## config.mk

```make
export PLATFORM = sky130hd
export DESIGN_NAME = temp_sample_proc
export DESIGN_NICKNAME = d
export VERILOG_FILES = /design/src/rtl/temp_sample_proc.sv
export SDC_FILE = /design/constraint.sdc
export NUM_CORES = 1
export LEC_CHECK = 0
export CAP_MARGIN = 20
export CORE_MARGIN = 5
export CORE_UTILIZATION = 30
export CTS_CLUSTER_DIAMETER = 30
export DETAILED_ROUTE_END_ITERATION = 12
export PLACE_DENSITY_LB_ADDON = 0.12
export RECOVER_POWER = 50
export SYNTH_ARGS = -nofsm -noshare
export SYNTH_HDL_FRONTEND = slang
export SYNTH_SLANG_ARGS = --single-unit
```

## constraint.sdc

```tcl
create_clock -name clk -period 11.6 [get_ports clk]
set_input_delay 2.32 -clock clk [delete_from_list [all_inputs] [get_ports clk]]
set_output_delay 2.32 -clock clk [all_outputs]
set_load 0.1 [all_outputs]
```

## src/rtl/temp_sample_proc.sv

```systemverilog
// Post-processor for raw ADT7420 words: 1/16 degC conversion, moving average,
// min/max tracking, over-temperature alarm with hysteresis and 0.1 degC display value.
module temp_sample_proc #(
    parameter int AVG_LOG2   = 3,
    parameter int ALARM_HI   = 480,
    parameter int ALARM_HYST = 32
) (
    input  logic        clk,
    input  logic        rst_n,
    input  logic        sample_valid,
    input  logic [15:0] sample_raw,
    input  logic        clear_minmax,
    output logic [12:0] temp_now,
    output logic [12:0] temp_avg,
    output logic [12:0] temp_min,
    output logic [12:0] temp_max,
    output logic        avg_valid,
    output logic        alarm,
    output logic [15:0] disp_tenths,
    output logic        disp_neg,
    output logic        out_valid
);

    localparam int DATA_W = 13;
    localparam int SUM_W  = DATA_W + AVG_LOG2;
    localparam int DEPTH  = 1 << AVG_LOG2;
    localparam int CNT_W  = AVG_LOG2 + 1;

    localparam logic signed [DATA_W-1:0] SET_T = DATA_W'(ALARM_HI);
    localparam logic signed [DATA_W-1:0] CLR_T = DATA_W'(ALARM_HI - ALARM_HYST);

    typedef enum logic [1:0] {IDLE, ACCUM, UPDATE, CONVERT} state_t;

    state_t                    state;
    logic signed [DATA_W-1:0]  ring [DEPTH];
    logic [AVG_LOG2-1:0]       wr_ptr;
    logic [CNT_W-1:0]          fill;
    logic signed [SUM_W-1:0]   sum;
    logic                      mm_empty;
    logic                      clr_pend;
    logic signed [DATA_W-1:0]  now_r;
    logic signed [DATA_W-1:0]  avg_r;
    logic signed [DATA_W-1:0]  min_r;
    logic signed [DATA_W-1:0]  max_r;

    logic signed [DATA_W-1:0]  oldest;
    logic signed [SUM_W-1:0]   sum_next;
    logic signed [SUM_W-1:0]   sum_shr;
    logic signed [DATA_W-1:0]  avg_calc;
    logic                      unused_lsbs;

    function automatic logic signed [SUM_W-1:0] sext_sum(input logic signed [DATA_W-1:0] v);
        return {{AVG_LOG2{v[DATA_W-1]}}, v};
    endfunction

    // |v| widened to 17 bits so -4096 does not wrap, then scaled 10/16 with truncation.
    function automatic logic [15:0] to_tenths(input logic signed [DATA_W-1:0] v);
        logic signed [16:0] w;
        logic [16:0]        m;
        logic [20:0]        p;
        w = {{(17-DATA_W){v[DATA_W-1]}}, v};
        m = w[16] ? 17'(-w) : 17'(w);
        p = 21'(m) * 21'd10;
        return p[19:4];
    endfunction

    function automatic logic signed [DATA_W-1:0] min_of(input logic signed [DATA_W-1:0] a,
                                                        input logic signed [DATA_W-1:0] b);
        return (a < b) ? a : b;
    endfunction

    function automatic logic signed [DATA_W-1:0] max_of(input logic signed [DATA_W-1:0] a,
                                                        input logic signed [DATA_W-1:0] b);
        return (a > b) ? a : b;
    endfunction

    assign unused_lsbs = ^sample_raw[2:0];

    // Once the window is full the slot about to be overwritten holds the oldest sample.
    assign oldest   = (fill == CNT_W'(DEPTH)) ? ring[wr_ptr] : '0;
    assign sum_next = sum + sext_sum(now_r) - sext_sum(oldest);
    assign sum_shr  = sum >>> AVG_LOG2;
    assign avg_calc = avg_valid ? sum_shr[DATA_W-1:0] : now_r;

    assign temp_now = now_r;
    assign temp_avg = avg_r;
    assign temp_min = min_r;
    assign temp_max = max_r;

    always_ff @(posedge clk) begin
        if (state == ACCUM) begin
            ring[wr_ptr] <= now_r;
        end
    end

    always_ff @(posedge clk) begin
        if (!rst_n) begin
            state       <= IDLE;
            wr_ptr      <= '0;
            fill        <= '0;
            sum         <= '0;
            mm_empty    <= 1'b1;
            clr_pend    <= 1'b0;
            now_r       <= '0;
            avg_r       <= '0;
            min_r       <= '0;
            max_r       <= '0;
            avg_valid   <= 1'b0;
            alarm       <= 1'b0;
            disp_tenths <= '0;
            disp_neg    <= 1'b0;
            out_valid   <= 1'b0;
        end else begin
            out_valid <= 1'b0;
            if (clear_minmax) begin
                clr_pend <= 1'b1;
            end
            case (state)
                IDLE: begin
                    if (sample_valid) begin
                        now_r <= $signed(sample_raw[15:3]);
                        state <= ACCUM;
                    end
                end
                ACCUM: begin
                    sum    <= sum_next;
                    wr_ptr <= wr_ptr + 1'b1;
                    if (fill != CNT_W'(DEPTH)) begin
                        fill <= fill + 1'b1;
                    end
                    avg_valid <= (fill >= CNT_W'(DEPTH - 1));
                    state     <= UPDATE;
                end
                UPDATE: begin
                    avg_r <= avg_calc;
                    if (mm_empty || clr_pend || clear_minmax) begin
                        min_r <= now_r;
                        max_r <= now_r;
                    end else begin
                        min_r <= min_of(min_r, now_r);
                        max_r <= max_of(max_r, now_r);
                    end
                    mm_empty <= 1'b0;
                    clr_pend <= 1'b0;
                    if (avg_valid) begin
                        if (avg_calc >= SET_T) begin
                            alarm <= 1'b1;
                        end else if (avg_calc < CLR_T) begin
                            alarm <= 1'b0;
                        end
                    end
                    state <= CONVERT;
                end
                CONVERT: begin
                    disp_tenths <= to_tenths(avg_r);
                    disp_neg    <= avg_r[DATA_W-1];
                    out_valid   <= 1'b1;
                    state       <= IDLE;
                end
                default: state <= IDLE;
            endcase
        end
    end

endmodule

```

After elaboration in Yosys (flattened, before gate mapping)
Memories as Yosys holds them, arrays and structs flattened. A register that Yosys moved wholly into a read port is not among the register bits.
Cells that the tools add are included.
{"block": "op_classes", "mux": 16, "n_reduce_logical": 10, "bitwise_logic": 1, "add_sub_neg": 5, "magnitude_cmp": 5, "mul": 1, "eq_ne": 8}
{"cell": "13-bit two-way mux", "n": 6}
{"cell": "17-bit by 3-bit multiplier with 19-bit output (second input constant)", "n": 1}
{"cell": "17-bit two-way mux", "n": 1}
{"cell": "13-bit negation with 17-bit output", "n": 1}
{"cell": "16-bit by 13-bit adder with 16-bit output", "n": 1}
{"cell": "16-bit by 13-bit subtractor with 16-bit output", "n": 1}
{"cell": "13-bit by 10-bit >= comparator with 1-bit output (second input constant)", "n": 1}
{"cell": "13-bit greater-than comparator", "n": 1}
{"cell": "13-bit by 10-bit less-than comparator with 1-bit output (second input constant)", "n": 1}
{"cell": "13-bit less-than comparator", "n": 1}
{"cell": "2-bit case mux with 4 select lines", "n": 1}
{"cell": "2-bit AND reduction", "n": 4}
{"cell": "3-bit two-way mux", "n": 2}
{"cell": "2-bit != test (second input constant)", "n": 3}
{"cell": "1-bit two-way mux", "n": 5}
{"cell": "4-bit by 1-bit adder with 4-bit output (second input constant)", "n": 1}
{"cell": "2-bit == test (second input constant)", "n": 2}
{"cell": "4-bit == test (second input constant)", "n": 1}
{"cell": "4-bit by 3-bit >= comparator with 1-bit output (second input constant)", "n": 1}
{"cell": "4-bit != test (second input constant)", "n": 1}
{"cell": "3-bit by 1-bit adder with 3-bit output (second input constant)", "n": 1}
{"cell": "3-bit AND reduction", "n": 1}
{"cell": "2-bit by 1-bit == test with 1-bit output (second input constant)", "n": 1}
{"cell": "2-bit logical NOT", "n": 1}
{"cell": "5 further kinds", "n": 6}
{"block": "totals", "ramBits": 104, "wordCells": 62, "input_bits": 20, "reg_bits": 99, "out_inout_bits": 72, "memories": 1}
{"name": "ring", "words": 8, "word_bits": 13, "rd": 1, "rd_clocked_by_memory_dff": 1, "wr": 1, "line_no": "35", "rtl": "logic signed [DATA_W-1:0] ring [DEPTH];"}

Longest topological paths before layout
Gate-level depths: netlist of run 1.
{"block": "logic_depth", "depth_word": 4, "mapped_depth": 16, "ltp_nobuf": 16}

Worst setup path after synthesis of run 1
Ideal clock, no wire load.
{"block": "synth_timing", "path_type": "reg-to-reg", "from": "reg (tool-made name)", "to": "reg sum[12]", "slack_ps": 7755, "path_stages_with_launch": 16, "setup_time_ps": 116, "path_buffers": 2, "period_less_slack_ps": 3845, "required_ps": 11484, "arrival_ps": 3729, "cell_sequence": "dfxtp_1 -> buf_2 -> buf_2 -> mux4_2 -> mux2i_1 -> nor2_1 -> fa_1 -> inv_1 -> fa_1 -> a211oi_2 -> o211ai_1 -> a2111oi_0 -> o21bai_1 -> xor2_1 -> mux2i_1 -> nor2b_1"}
{"item": "end signal, assigned", "line_no": "126", "rtl": "sum <= sum_next;"}
{"item": "end, declared", "line_no": "38", "rtl": "logic signed [SUM_W-1:0] sum;"}

Worst setup path in the final report of run 1
{"block": "layout_timing", "from": "reg now_r[0] (netlist: temp_now[0])", "to": "out temp_now[0]"}
{"item": "start, declared", "line_no": "41", "rtl": "logic signed [DATA_W-1:0] now_r;"}
{"item": "start signal, assigned", "line_no": "121", "rtl": "now_r <= $signed(sample_raw[15:3]);"}
{"item": "end, declared", "line_no": "13", "rtl": "output logic [12:0] temp_now,"}
No word-level cell between the ends.

==> results of run 1 <==
[synth_stat cells, types with 11 or more instances]
| master | instances | share of area |
|---|---|---|
| xnor2_1 | 28 | 0.023 |
| nor2b_1 | 24 | 0.014 |
| a21o_1 | 11 | 0.0076 |
| nor2_1 | 41 | 0.014 |
| edfxtp_1 | 104 | 0.29 |
| mux4_2 | 26 | 0.054 |
| nand2b_1 | 11 | 0.0063 |
| a21boi_0 | 15 | 0.010 |
| o21ai_0 | 31 | 0.014 |
| inv_1 | 78 | 0.027 |
| nand3_1 | 15 | 0.0069 |
| fa_1 | 16 | 0.029 |
| o211a_1 | 17 | 0.016 |
| mux2i_1 | 57 | 0.052 |
| clkbuf_1 | 34 | 0.012 |
| and2_1 | 11 | 0.0063 |
| dfxtp_1 | 102 | 0.19 |
| nand2_1 | 123 | 0.042 |
| o211ai_1 | 17 | 0.012 |
| ha_1 | 78 | 0.090 |
| a21oi_1 | 30 | 0.014 |
[metal layers]
metal / wire length [um] / up-vias / track usage
met5: 0 / - / 0
met4: 522 / 0 / 0.0413
met3: 1140 / 37 / 0.0309
met2: 12500 / 122 / 0.218
met1: 14600 / 3656 / 0.204
li1: - / 3736 / -
[cells in the final DEF, fill, tap and decap left out, types with 15 or more instances in the layout]
cell type	instances
xnor2_1	28
clkdlybuf4s50_1	87
nor2_1	41
mux2i_1	57
fa_1	16
edfxtp_1	104
inv_1	78
a21oi_1	30
mux4_2	26
o211ai_1	17
ha_1	78
nand2_1	123
nor2b_1	24
clkbuf_16	56
o211a_1	17
o21ai_0	31
dfxtp_1	101
a21boi_0	15
nand3_1	15
[worst max-delay path by stage]
stage	from	endpoint	slack, ns	cells after the start
6_report	temp_now[0]$_SDFFE_PN0P_	temp_now[0]	6.46	2
3_5_place_dp	register	sum[12]$_SDFFE_PN0P_	7.27	14
4_1_cts	temp_avg[12]$_SDFFE_PN0P_	temp_avg[12]	6.72	1
3_3_place_gp	register	sum[12]$_SDFFE_PN0P_	7.22	14
2_1_floorplan	register	sum[12]$_SDFFE_PN0P_	7.75	15
5_1_grt	temp_now[0]$_SDFFE_PN0P_	temp_now[0]	6.28	2
[layout make-up]
cell class	instances	share of cell area
Multi-Input combinational cell	652	0.372
Sequential cell	206	0.367
Clock buffer	75	0.112
Timing Repair Buffer	99	0.0671
Tap cell	461	0.0409
Inverter	78	0.0208
Clock inverter	27	0.0206
[tightest hold or removal path, cell delays in order (launching register included)]
cell	delay [ns]
dfxtp_1	0.30
inv_1	0.04
o21ai_0	0.06
[cells by family (layout without fill, tap and decap cells)]
family / Yosys count / after routing
AOI/OAI and AO/OA: 170 / 170
xor gates and xnor gates: 35 / 35
adders and majority gates: 94 / 94
buffers and inverters: 121 / 279
DFF: 206 / 206
muxes: 84 / 84
other: 1 / 7
and+or+nand+nor: 262 / 262
[report_power, final]
part / total (mW) / internal [mW] / leakage (nW) / switching [mW]
registers: 0.988 / 0.887 / 1.79 / 0.101
logic: 1.63 / 0.616 / 2.69 / 1.01
clock network: 1.48 / 1.03 / 0.917 / 0.449
total: 4.09 / 2.53 / 5.40 / 1.56
[flip-flops by register name, indices dropped and copies added (netlist names), 2 cells and up, named ones only]
signal and count:
sum 16, temp_now 13, temp_min 13, temp_max 13, fill 4, ring 104, disp_tenths 16, temp_avg 13
state 2, wr_ptr 3
==> metrics.md, run 1 <==
| Metric | Value |
|---|---|
| # diodes | `0` |
| Layout Skew | `0.0300 ns` |
| Yosys cell types | `68` |
| Largest net degree at the start of global routing | `104` |
| Die X | `200 um` |
| Layout cells sized above 1 | `0.122` |
| Post-DP Area | `12300 um^2` |
| Post_cts resized | `0` |
| Max-cap violation count | `8` |
| WP data arrival | `2.82 ns` |
| Critical path startpoint category | `register` |
| Vias in the first global route | `7866` |
| Peak supply drop | `0.122 mV` |
| Detail Route Antenna Nets | `0` |
| Ys async rst share | `0` |
| Synth Area in Compound Gates | `0.111` |
| GPL Wtd Cong | `0.782` |
| Cell depth of the worst flop-to-flop path | `14` |
| Outcome | `complete, but fails checks` |
| Min-delay src | `mm_empty$_SDFFE_PN1P_` |
| Clock sink count | `206` |
| CP cell instances | `clkbuf_1, clkdlybuf4s50_1` |
| Gr ovfl total | `0` |
| Register area | `5170 um^2` |
| Hold_buf cts | `0` |
| Post-synthesis instance area | `10900 um^2` |
| Slew HR | `-0.633` |
| Reg2Reg Setup Slack | `7.28 ns` |
| Synthesized netlist cell count | `973` |
| TritonCTS clock tree | `done` |
| IO Pins | `92` |
| Worst-case clock buffer depth | `3` |
| H-tree depth | `2` |
| Area Overhead vs Synth | `29.5%` |
| Register area share after synthesis | `0.475` |
| Per-cell routed wire length | `18.0 um` |
| Design Area, Final | `14100 um^2` |
| Main combinational cell family by area after synthesis | `adder cells` |
| Final setup viols | `0` |
| Worst-skew pair later-pin latency | `0.57 ns` |
| Total power | `4.09 mW` |
| Num CTS Buffers | `55` |
| Place WS | `7.27 ns` |
| Worst Hold End | `mm_empty$_SDFFE_PN1P_` |
| Multi-input gate area | `5250 um^2` |
| Crit Path Class | `reg -> out` |
| Violated checks | `max-capacitance violations, max-slew violations` |
| Reg clk slew, reported paths | `0.04 ns` |
| Post-route setup slack | `6.46 ns` |
| Initial core utilization | `0.305` |
| XOR/XNOR Fraction of Synth Area | `0.0282` |
| First-pass GRT wire length | `45.7 mm` |
| DRC | `0` |
| Chip height | `200 um` |
| Post-synth EDFFs | `104` |
| Type of destination of the critical path | `output pin` |
| Drt total wl | `28.8 mm` |
| YS warnings | `0` |
| Worst hold stages | `2` |
| Post-synthesis mux area share | `0.107` |
| Fin. Hold Viols | `0` |
| Pwr dens | `290 nW/um^2` |
| Core Util, Final | `0.395` |
| Simple-Gate Fraction of Synth Area | `0.114` |
| Nets | `1206` |
| Top_reg_cell synth | `edfxtp_1` |
| DP Cell Count | `1496` |
| Buffers on Ports | `88` |
| Fin crit share | `0.443` |
| Worst-path maximum fanout | `15` |
| Total GRT Usage | `0.142` |
| Layout Cells excl Fill | `1598` |
| Drt initial violations | `432` |
| Vias | `7551` |
| Fmax | `195 MHz` |
| R2r endpoint | `sum[12]$_SDFFE_PN0P_` |
| Hold_ws | `0.460 ns` |
| CTS Root Cell | `clkbuf_16` |
| Static leakage | `5.40 nW` |
| DPL Wire Length | `19.7 mm` |
| Slowest CP cell | `clkdlybuf4s50_1` |
| Adder-cell share of the synthesized area | `0.119` |
| Final Max Slew Viols | `85` |
| FF+latch count, synth | `206` |
| Die area | `40200 um^2` |
| # rows | `69` |
| Fin crit period | `5.14 ns` |
| CP delay by family, top | `buffers and inverters` |
| CP Buf/Inv Count | `2` |
| Worst hold path type | `reg -> reg` |
| CP max stage delay | `1.28 ns` |
| RSZ-0062 raised after global routing | `no` |
| Initial antenna violation count | `0` |
| Post-CTS Setup Bufs | `0` |
| Setup TNS | `0 ns` |
| FILL cells | `3406` |
| Least-Margin Pin Slew | `2.43 ns` |
| Core area | `35700 um^2` |
| DR vias/cell | `4.73` |
| Worst Path Required | `9.28 ns` |
| Mean post-synth cell area | `11.2 um^2` |
| First-pass detailed-route iteration total | `4` |
No activity file was read; power rests on OpenSTA's default activity.
==> inputs of run 2 (changes only) <==
clock period = 5.2 ns   (was 11.6 ns; I/O delays follow)
==> run 2 against run 1 <==
  * The run still ends with max-capacitance violations, max-slew violations left
  * Combinational power grew 130%
  * Wire length grew 1.2%
  * First-iteration DRC count shrank 9.7%
  * Non-clock buffer count grew 12
  * Sequential share of layout area shrank 0.088 points
  * Critical path type is now in -> reg
  * Critical endpoint is now temp_min[12]$_SDFFE_PN0P_
==> metrics.md, run 2 (synthesis results as in run 1) <==
| Metric | Value |
|---|---|
| Max reg flops | `104 (unchanged)` |
| H-tree depth | `2 (unchanged)` |
| Fmax | `228 MHz` |
| Worst-skew pair later-pin latency | `0.56 ns (was 0.57 ns)` |
| GPL Wtd Cong | `0.803 (was 0.782)` |
| Clk network pwr share | `0.355 (was 0.361)` |
| Hold_buf cts | `0 (unchanged)` |
| Total power | `9.11 mW (was 4.09 mW)` |
| Setup TNS | `0 ns (unchanged)` |
| Num CTS Buffers | `53 (was 55)` |
| Type of destination of the critical path | `register (was output pin)` |
| Core Util, Final | `0.396 (was 0.395)` |
| Chip height | `200 um (unchanged)` |
| Worst Path Required | `5.65 ns (was 9.28 ns)` |
| WP data arrival | `4.83 ns (was 2.82 ns)` |
| Worst-path maximum fanout | `91 (was 15)` |
| Peak supply drop | `0.304 mV (was 0.122 mV)` |
| Slew HR | `-1.63 (was -0.633)` |
| Largest register by flop count | `ring (unchanged)` |
| Post-CTS Setup Bufs | `0 (unchanged)` |
| Most common cell after layout, fill and taps aside | `nand2_1 (unchanged)` |
| TritonCTS clock tree | `done (unchanged)` |
| Vias | `7576 (was 7551)` |
| Net Sw Power | `3.50 mW (was 1.56 mW)` |
| IO Pins | `92 (unchanged)` |
| Fin crit share | `0.843` |
| Post_cts resized | `0 (unchanged)` |
| Outcome | `complete, but fails checks (unchanged)` |
| Initial antenna violation count | `0 (unchanged)` |
| # diodes | `0 (unchanged)` |
| Gr ovfl total | `0 (unchanged)` |
| Largest net degree at the start of global routing | `92 (was 104)` |
| Fin. Hold Viols | `0 (unchanged)` |
| Final Max Slew Viols | `93 (was 85)` |
| Worst hold path type | `reg -> reg (unchanged)` |
| Worst-case clock buffer depth | `3 (unchanged)` |
| Die area | `40200 um^2 (unchanged)` |
| DRC | `0 (unchanged)` |
| Design Area, Final | `14100 um^2 (about the same)` |
| Pwr dens | `645 nW/um^2 (was 290 nW/um^2)` |
| Least-Margin Pin Slew | `3.94 ns (was 2.43 ns)` |
| Total GRT Usage | `0.145 (was 0.142)` |
| # rows | `69 (unchanged)` |
| Comb pwr share | `0.403 (was 0.398)` |
| Fin crit period | `4.39 ns` |
| Critical path startpoint category | `primary input (was register)` |
| First-pass GRT wire length | `46.1 mm (was 45.7 mm)` |
| Reg clk slew, reported paths | `0.04 ns (about the same)` |
| Static leakage | `5.39 nW (was 5.40 nW)` |
| Core area | `35700 um^2 (unchanged)` |
| Vias in the first global route | `7901 (was 7866)` |
| Commonest non-fill, non-tap cells in the layout | `123 x nand2_1, 104 x edfxtp_1, 101 x dfxtp_1 (unchanged)` |
| Drt initial violations | `390 (was 432)` |
| Area Overhead vs Synth | `29.8% (was 29.5%)` |
| Max-cap violation count | `3 (was 8)` |
| Final setup viols | `0 (unchanged)` |
| DPL Wire Length | `20.2 mm (was 19.7 mm)` |
| Post-DP Area | `12400 um^2 (was 12300 um^2)` |
| Buffers on Ports | `88 (unchanged)` |
| Clock sink count | `206 (unchanged)` |
| Switching share of total power | `0.384 (was 0.382)` |
| Layout cells sized above 1 | `0.127 (was 0.122)` |
| DR vias/cell | `4.71 (was 4.73)` |
| Nets | `1216 (was 1206)` |
| RSZ-0062 raised after global routing | `no (unchanged)` |
| CTS Root Cell | `clkbuf_16 (unchanged)` |
| Violated checks | `max-capacitance violations, max-slew violations (unchanged)` |
| Power share of the sequential group | `0.243 (was 0.241)` |
| Crit Path Class | `in -> reg (was reg -> out)` |
| Top flop regs | `ring: 104 flops, disp_tenths: 16 flops, sum: 16 flops (unchanged)` |
| Per-cell routed wire length | `18.2 um (was 18.0 um)` |
| Detail Route Antenna Nets | `0 (unchanged)` |
| Drt total wl | `29.2 mm (was 28.8 mm)` |
| Die X | `200 um (unchanged)` |
| First-pass detailed-route iteration total | `5 (was 4)` |
| Initial core utilization | `0.305 (unchanged)` |
| Layout Skew | `0.0260 ns (was 0.0300 ns)` |
| Internal power | `5.62 mW (was 2.53 mW)` |
## run 2: power groups by stage
stage | sequential (mW) | combinational, mW | clock (mW)
after floorplan | 2.70 | 2.33 | 0
after global placement | 2.24 | 3.69 | 0
after detailed placement | 2.24 | 3.70 | 0
after CTS | 2.22 | 3.72 | 3.31
after global routing | 2.25 | 4.06 | 3.40
final | 2.21 | 3.67 | 3.23
## run 2: layer usage
layer  vias to the layer above  global-route usage  wire length, um
li1                       3769                   -                -
met1                      3631               0.203            14300
met2                       140               0.228            13100
met3                        36              0.0291             1280
met4                         0              0.0433              518
met5                         -                   0                0
## run 2: layout make-up
type / count / area (um^2)
fillers: 3512 / 21500
multi-input cells: 652 / 5270
flip-flops and latches: 206 / 5170
clock buffers: 71 / 1490
repair buffers: 111 / 1000
well taps: 461 / 577
clock inverters: 28 / 328
inverters: 78 / 293
## run 2: metrics by stage
| stage | hold slack, ns | setup slack (ns) | instances |
|---|---|---|---|
| after floorplan | 0.430 | 1.35 | 979 |
| after global placement | 0.443 | 0.905 | 1508 |
| after detailed placement | 0.447 | 0.949 | 1508 |
| after CTS | 0.456 | 0.928 | 1607 |
| after global routing | 0.487 | 0.376 | 1607 |
| final | 0.451 | 0.814 | 1607 |
## run 2: critical path: stages
cell and delay (ns):
clkbuf_1 2.72, nand2_1 0.70, mux2i_1 0.33
## run 2: final timing paths
path	slack, ns	end	cells after the start	start
max	0.81	temp_min[12]$_SDFFE_PN0P_	3	rst_n
min reg2reg	0.45	mm_empty$_SDFFE_PN1P_	2	mm_empty$_SDFFE_PN1P_
max reg2reg	0.85	sum[12]$_SDFFE_PN0P_	13	register
min	0.45	mm_empty$_SDFFE_PN1P_	2	mm_empty$_SDFFE_PN1P_
